### src/rtl/rv32i_instr_encoder.sv
// RV32I instruction encoder: field bundle in, encoded word plus word address out.
// Ports: clk/rst_n; base_load/base_addr address counter load; in_valid/in_ready
// and fmt/opcode/rd/rs1/rs2/funct3/funct7/imm bundle; out_valid/out_ready,
// out_instr/out_addr; word_count; sticky err_illegal, wrapped.
// Optional macro RANGE_CHECK_EN adds the immediate range check and err_range.
module rv32i_instr_encoder #(
  parameter int size   = 32,
  parameter int ADDR_W = 10
) (
  input  logic              clk,
  input  logic              rst_n,
  input  logic              base_load,
  input  logic [ADDR_W-1:0] base_addr,
  input  logic              in_valid,
  output logic              in_ready,
  input  logic [2:0]        fmt,
  input  logic [6:0]        opcode,
  input  logic [4:0]        rd,
  input  logic [4:0]        rs1,
  input  logic [4:0]        rs2,
  input  logic [2:0]        funct3,
  input  logic [6:0]        funct7,
  input  logic [size-1:0]   imm,
  output logic              out_valid,
  input  logic              out_ready,
  output logic [size-1:0]   out_instr,
  output logic [ADDR_W-1:0] out_addr,
  output logic [ADDR_W:0]   word_count,
  output logic              err_illegal,
  output logic              wrapped
`ifdef RANGE_CHECK_EN
  ,
  output logic              err_range
`endif
);

  localparam logic [ADDR_W-1:0] ONE = 1;

  logic is_i, is_s, is_b, is_u, is_j, is_r;
  logic illegal, range_bad, drop;
  logic accept, take, handoff;
  logic [size-1:0]   enc;
  logic [ADDR_W-1:0] cnt, cur_addr;

  assign is_i = (fmt == 3'd0);
  assign is_s = (fmt == 3'd1);
  assign is_b = (fmt == 3'd2);
  assign is_u = (fmt == 3'd3);
  assign is_j = (fmt == 3'd4);
  assign is_r = (fmt == 3'd5);
  assign illegal = (fmt > 3'd5);

  always_comb begin
    enc = '0;
    unique case (1'b1)
      is_r: enc = {funct7, rs2, rs1,
                   funct3, rd, opcode};
      is_i: enc = {imm[11:0], rs1,
                   funct3, rd, opcode};
      is_s: enc = {imm[11:5], rs2, rs1,
                   funct3, imm[4:0], opcode};
      is_b: enc = {imm[12], imm[10:5],
                   rs2, rs1, funct3,
                   imm[4:1], imm[11], opcode};
      is_u: enc = {imm[31:12], rd, opcode};
      is_j: enc = {imm[20], imm[10:1],
                   imm[11], imm[19:12],
                   rd, opcode};
      default: enc = '0;
    endcase
  end

`ifdef RANGE_CHECK_EN
  // Upper bits must be a pure sign extension of the field's top bit.
  always_comb begin
    range_bad = 1'b0;
    unique case (1'b1)
      is_i, is_s:
        range_bad = imm[31:11] != {21{imm[11]}};
      is_b:
        range_bad = (imm[31:12] != {20{imm[12]}})
                  | imm[0];
      is_j:
        range_bad = (imm[31:20] != {12{imm[20]}})
                  | imm[0];
      default: range_bad = 1'b0;
    endcase
  end
`else
  assign range_bad = 1'b0;
`endif

  assign drop     = illegal | range_bad;
  assign in_ready = ~out_valid | out_ready;
  assign accept   = in_valid & in_ready;
  assign take     = accept & ~drop;
  assign handoff  = out_valid & out_ready;
  // A coincident base_load applies to the word being accepted.
  assign cur_addr = base_load ? base_addr : cnt;

  always_ff @(posedge clk) begin
    if (!rst_n) begin
      out_valid   <= 1'b0;
      out_instr   <= '0;
      out_addr    <= '0;
      cnt         <= '0;
      word_count  <= '0;
      err_illegal <= 1'b0;
      wrapped     <= 1'b0;
    end else begin
      if (take) begin
        out_valid <= 1'b1;
        out_instr <= enc;
        out_addr  <= cur_addr;
        cnt       <= cur_addr + ONE;
      end else begin
        if (handoff)
          out_valid <= 1'b0;
        if (base_load)
          cnt <= base_addr;
      end
      word_count <= (base_load ? '0 : word_count)
                  + {{ADDR_W{1'b0}}, handoff};
      wrapped <= (base_load ? 1'b0 : wrapped)
               | (take & (&cur_addr));
      if (accept & illegal)
        err_illegal <= 1'b1;
    end
  end

`ifdef RANGE_CHECK_EN
  always_ff @(posedge clk) begin
    if (!rst_n)
      err_range <= 1'b0;
    else if (accept & ~illegal & range_bad)
      err_range <= 1'b1;
  end
`endif

endmodule

### config.mk
export PLATFORM = sky130hd
export DESIGN_NAME = rv32i_instr_encoder
export DESIGN_NICKNAME = d
export VERILOG_FILES = /design/src/rtl/rv32i_instr_encoder.sv
export SDC_FILE = /design/constraint.sdc
export NUM_CORES = 1
export LEC_CHECK = 0
export CAP_MARGIN = 20
export CORE_MARGIN = 2
export CORE_UTILIZATION = 33
export DETAILED_ROUTE_END_ITERATION = 12
export GPL_ROUTABILITY_DRIVEN = 0
export PLACE_DENSITY = 0.64
export SYNTH_ARGS = -nofsm -noshare
export SYNTH_HDL_FRONTEND = slang
export SYNTH_SLANG_ARGS = --single-unit
### constraint.sdc
create_clock -name clk -period 2.3 [get_ports clk]
set_input_delay 0.575 -clock clk [delete_from_list [all_inputs] [get_ports clk]]
set_output_delay 0.575 -clock clk [all_outputs]
set_load 0.02 [all_outputs]
==> metrics, run 1 <==
outcome=finished clean; async set-reset flop share out of synthesis=0%; die height=around 110 um; Final ANT Viol Nets=0; core area=just over 0.01 sq mm; Flop pwr share=between 30% and 40%; top post-synthesis cells by area=dfxtp_1 (38%), mux2i_1 (6.3%), a21oi_1 (4.3%); CP endpoint kind=output pin; max-slew violations=0; Clock Skews=between 0.01 and 0.015 ns; Clock power frac=38.1%; Filler cells=around 970; Post-synth EDFFs=0; count leader, synth=dfxtp_1; CP Data Required Time=around 1.7 ns; Root Buffer=clkbuf_8; Buf+Inv Stages, Crit Path=2; CP max stage delay=between 0.4 and 0.5 ns; register area share after synthesis=between 30% and 40%; pwr/cell area=592.9 mW/mm^2; Max clock buf depth=2; crit-path cells=clkdlybuf4s50_1, nand2b_1, dlygate4sd2_1; Worst Tran Pin Value=between 0.4 and 0.5 ns; post-route insts no fill=701; Ys Warns=0; htree depth=3; drt drc=0; Tightest Hold Check Type=reg -> reg; DRT Wirelength=around 11000 um; detailed placement HPWL=a little under 8000 um; CTS Buf Count=9; Design Area, Final=between 0.005 and 0.006 sq mm; Netlist cell types=53; CTS tree=built; Synthesized Nets=~490; IR drop worst, VDD=about 0.00037 V; Syn Area/Cell=8.693 sq um; crit share post-route=slightly above 90%; setup TNS=0 ns; Overflow after GRT=0; initial antenna violation count=0; vias in the first global route=3641; Crit path max-delay family=buffers and inverters; leading cell types by count after synthesis=dfxtp_1 (66), nor2_1 (39), a21oi_1 (30); Synth top area share=a little under two fifths; Min Clock Period, post-route=about 2.1 ns; Seq cells post-synth=66; drt initial violations=138; area post-placement=0.005202 sq mm; Ant. Diodes=0; clock sinks=66; Reg clk slew, reported paths=roughly 0.07 ns; WHS=0.4572 ns; Tot GR Track Use=a little under a fifth; ys flop type=dfxtp_1; CP Class=in -> out; # port buffers=between 100 and 150; IO Count=139; DRT Pass-1 Iters=5; Placed Instances=approximately 700; final-stage net count=around 650; vias per inst=~5; arrival time at the worst endpoint=1.51 ns; crit-path max FO=2; post-synth top area cell=dfxtp_1; Initial Utilization=about a third; Power Total=3.232 mW; fmax=between 400 and 500 MHz; floorplan row count=37; Die Area=roughly 0.011 sq mm; Slew Limit Headroom=between 60% and 70%; crit start category=input port; Sw Share=26.72%; Fin. Hold Viols=0; pin count of the biggest net entering global routing=32; crit path max-delay cell type=clkdlybuf4s50_1; hold buffer count at CTS=0; drt wl/cell=between 15 and 20 um; first-pass GRT wire length=between 15000 and 20000 um; Synth Instances=404; vias=between 3000 and 4000; cell-internal power=2.369 mW; RSZ-0062 raised after global routing=no; combinational power share=a little under a quarter; share of layout cells above drive strength 1=between 10% and 20%; MaxCap Viol Count=0; Net Sw Power=863.6 uW; worst-skew pair later-pin latency=0.34 ns; Area Overhead vs Synth=55.22%; setup violators final=0; P_leak=~2.2 nW; Die W=107.2 um; synthesized cell area=between 0.003 and 0.004 sq mm
stage by stage:
step / setup slack, ns / util [%]
5_1_grt: 0.1006 / 52.81
2_1_floorplan: 0.08977 / -
4_1_cts: 0.2137 / 52.81
3_5_place_dp: -0.09642 / 50.39
3_3_place_gp: -0.07843 / 50.39
6_report: 0.2196 / 52.81
cells by family after synthesis:
family          after synthesis  synth area share, %
fa+ha+maj                     3                1.069
mux                          29                8.515
xor+xnor                      9                2.245
simple gates                144                21.77
compound gates              113                22.84
flops                        66                37.62
buf+inv                      40                5.949
cells in the final DEF (no fill, tap or decap), drive strengths merged, types with 2 or more instances in the layout:
master | netlist | layout
o22ai | 4 | 4
or2b | 4 | 4
o221ai | 8 | 8
inv | 7 | 8
buf | 20 | 41
nand3b | 4 | 4
bufinv | 0 | 3
nand3 | 8 | 8
o211a | 8 | 8
clkdlybuf4s50 | 0 | 136
clkinv | 0 | 2
clkbuf | 13 | 10
mux2i | 22 | 22
a31o | 2 | 2
nor2b | 19 | 19
mux2 | 7 | 7
a22o | 5 | 5
o21ai | 16 | 16
o2111ai | 6 | 6
a22oi | 9 | 9
nor2 | 39 | 39
ha | 3 | 3
a221oi | 5 | 5
a21oi | 30 | 30
nor3 | 11 | 11
nor4 | 2 | 2
a211oi | 12 | 12
dfxtp | 66 | 66
nand2 | 30 | 30
and2 | 5 | 5
nand2b | 9 | 9
xnor2 | 7 | 7
nor3b | 3 | 3
nand4 | 4 | 4
xor2 | 2 | 2
a31oi | 2 | 2
layout make-up:
type | count | area (sq um) | share of cell area (%)
timing repair buffer | 178 | 1700 | 31.19
tap | 136 | 170.2 | 3.121
inverter | 7 | 26.28 | 0.4820
clock inverter | 6 | 112.6 | 2.066
sequential | 66 | 1321 | 24.24
multi-input combinational | 298 | 1983 | 36.38
clock buffer | 10 | 137.6 | 2.525
routing by layer:
| layer | global-route usage, % | vias up | share of wire [%] |
|---|---|---|---|
| met3 | 6.140 | 12 | 8.0 |
| met1 | 23.83 | 1636 | 45 |
| met2 | 30.47 | 122 | 46 |
| met5 | 0 | - | 0 |
| li1 | - | 1781 | - |
| met4 | 5.380 | 0 | 1.3 |
path summary, 6_finish.rpt:
path | start | to | slack (ns) | cells after the start
max | out_ready | in_ready | 0.22 | 3
max reg2reg | out_valid$_SDFFE_PN0P_ | word_count[10]$_SDFF_PN0_ | 0.68 | 7
min | out_instr[30]$_SDFFE_PN0P_ | out_instr[30]$_SDFFE_PN0P_ | 0.46 | 2
min reg2reg | out_instr[30]$_SDFFE_PN0P_ | out_instr[30]$_SDFFE_PN0P_ | 0.46 | 2
power by group through the flow:
stage | Clock, mW | Sequential, mW | Combinational, mW
2_1_floorplan | 0 | 1.34 | 0.300
3_3_place_gp | 0 | 1.28 | 0.741
3_5_place_dp | 0 | 1.28 | 0.750
4_1_cts | 1.27 | 1.25 | 0.753
5_1_grt | 1.32 | 1.26 | 0.815
6_report | 1.23 | 1.25 | 0.749
worst register-to-register path, stage by stage (launching register included):
cell and delay (ns):
dfxtp_1 0.36, and2_1 0.16, ha_1 0.17, ha_1 0.21
nand4b_4 0.15, nor4_2 0.26, xnor2_1 0.15, nor2_1 0.05
registers in the layout, summed over array words and instances (netlist names):
name and count:
cnt 10, err_illegal 1, out_addr 10, out_instr 32
out_valid 1, word_count 11, wrapped 1
repair_timing:
action / in CTS / in global routing
setup buffers: 0 / 0
gates resized for setup: 1 / 0
setup endpoints to repair: 1 / 0
No activity file was read; power rests on OpenSTA's default activity.
==> run 2: changes to the inputs <==
--- a/config.mk
+++ b/config.mk
@@ -10,6 +10,7 @@
 export CORE_UTILIZATION = 33
 export DETAILED_ROUTE_END_ITERATION = 12
 export GPL_ROUTABILITY_DRIVEN = 0
+export GPL_TIMING_DRIVEN = 1
 export PLACE_DENSITY = 0.64
 export SYNTH_ARGS = -nofsm -noshare
 export SYNTH_HDL_FRONTEND = slang
==> results of run 2 <==
Same layout as run 1: the final DEF is identical, and so are final timing and power.
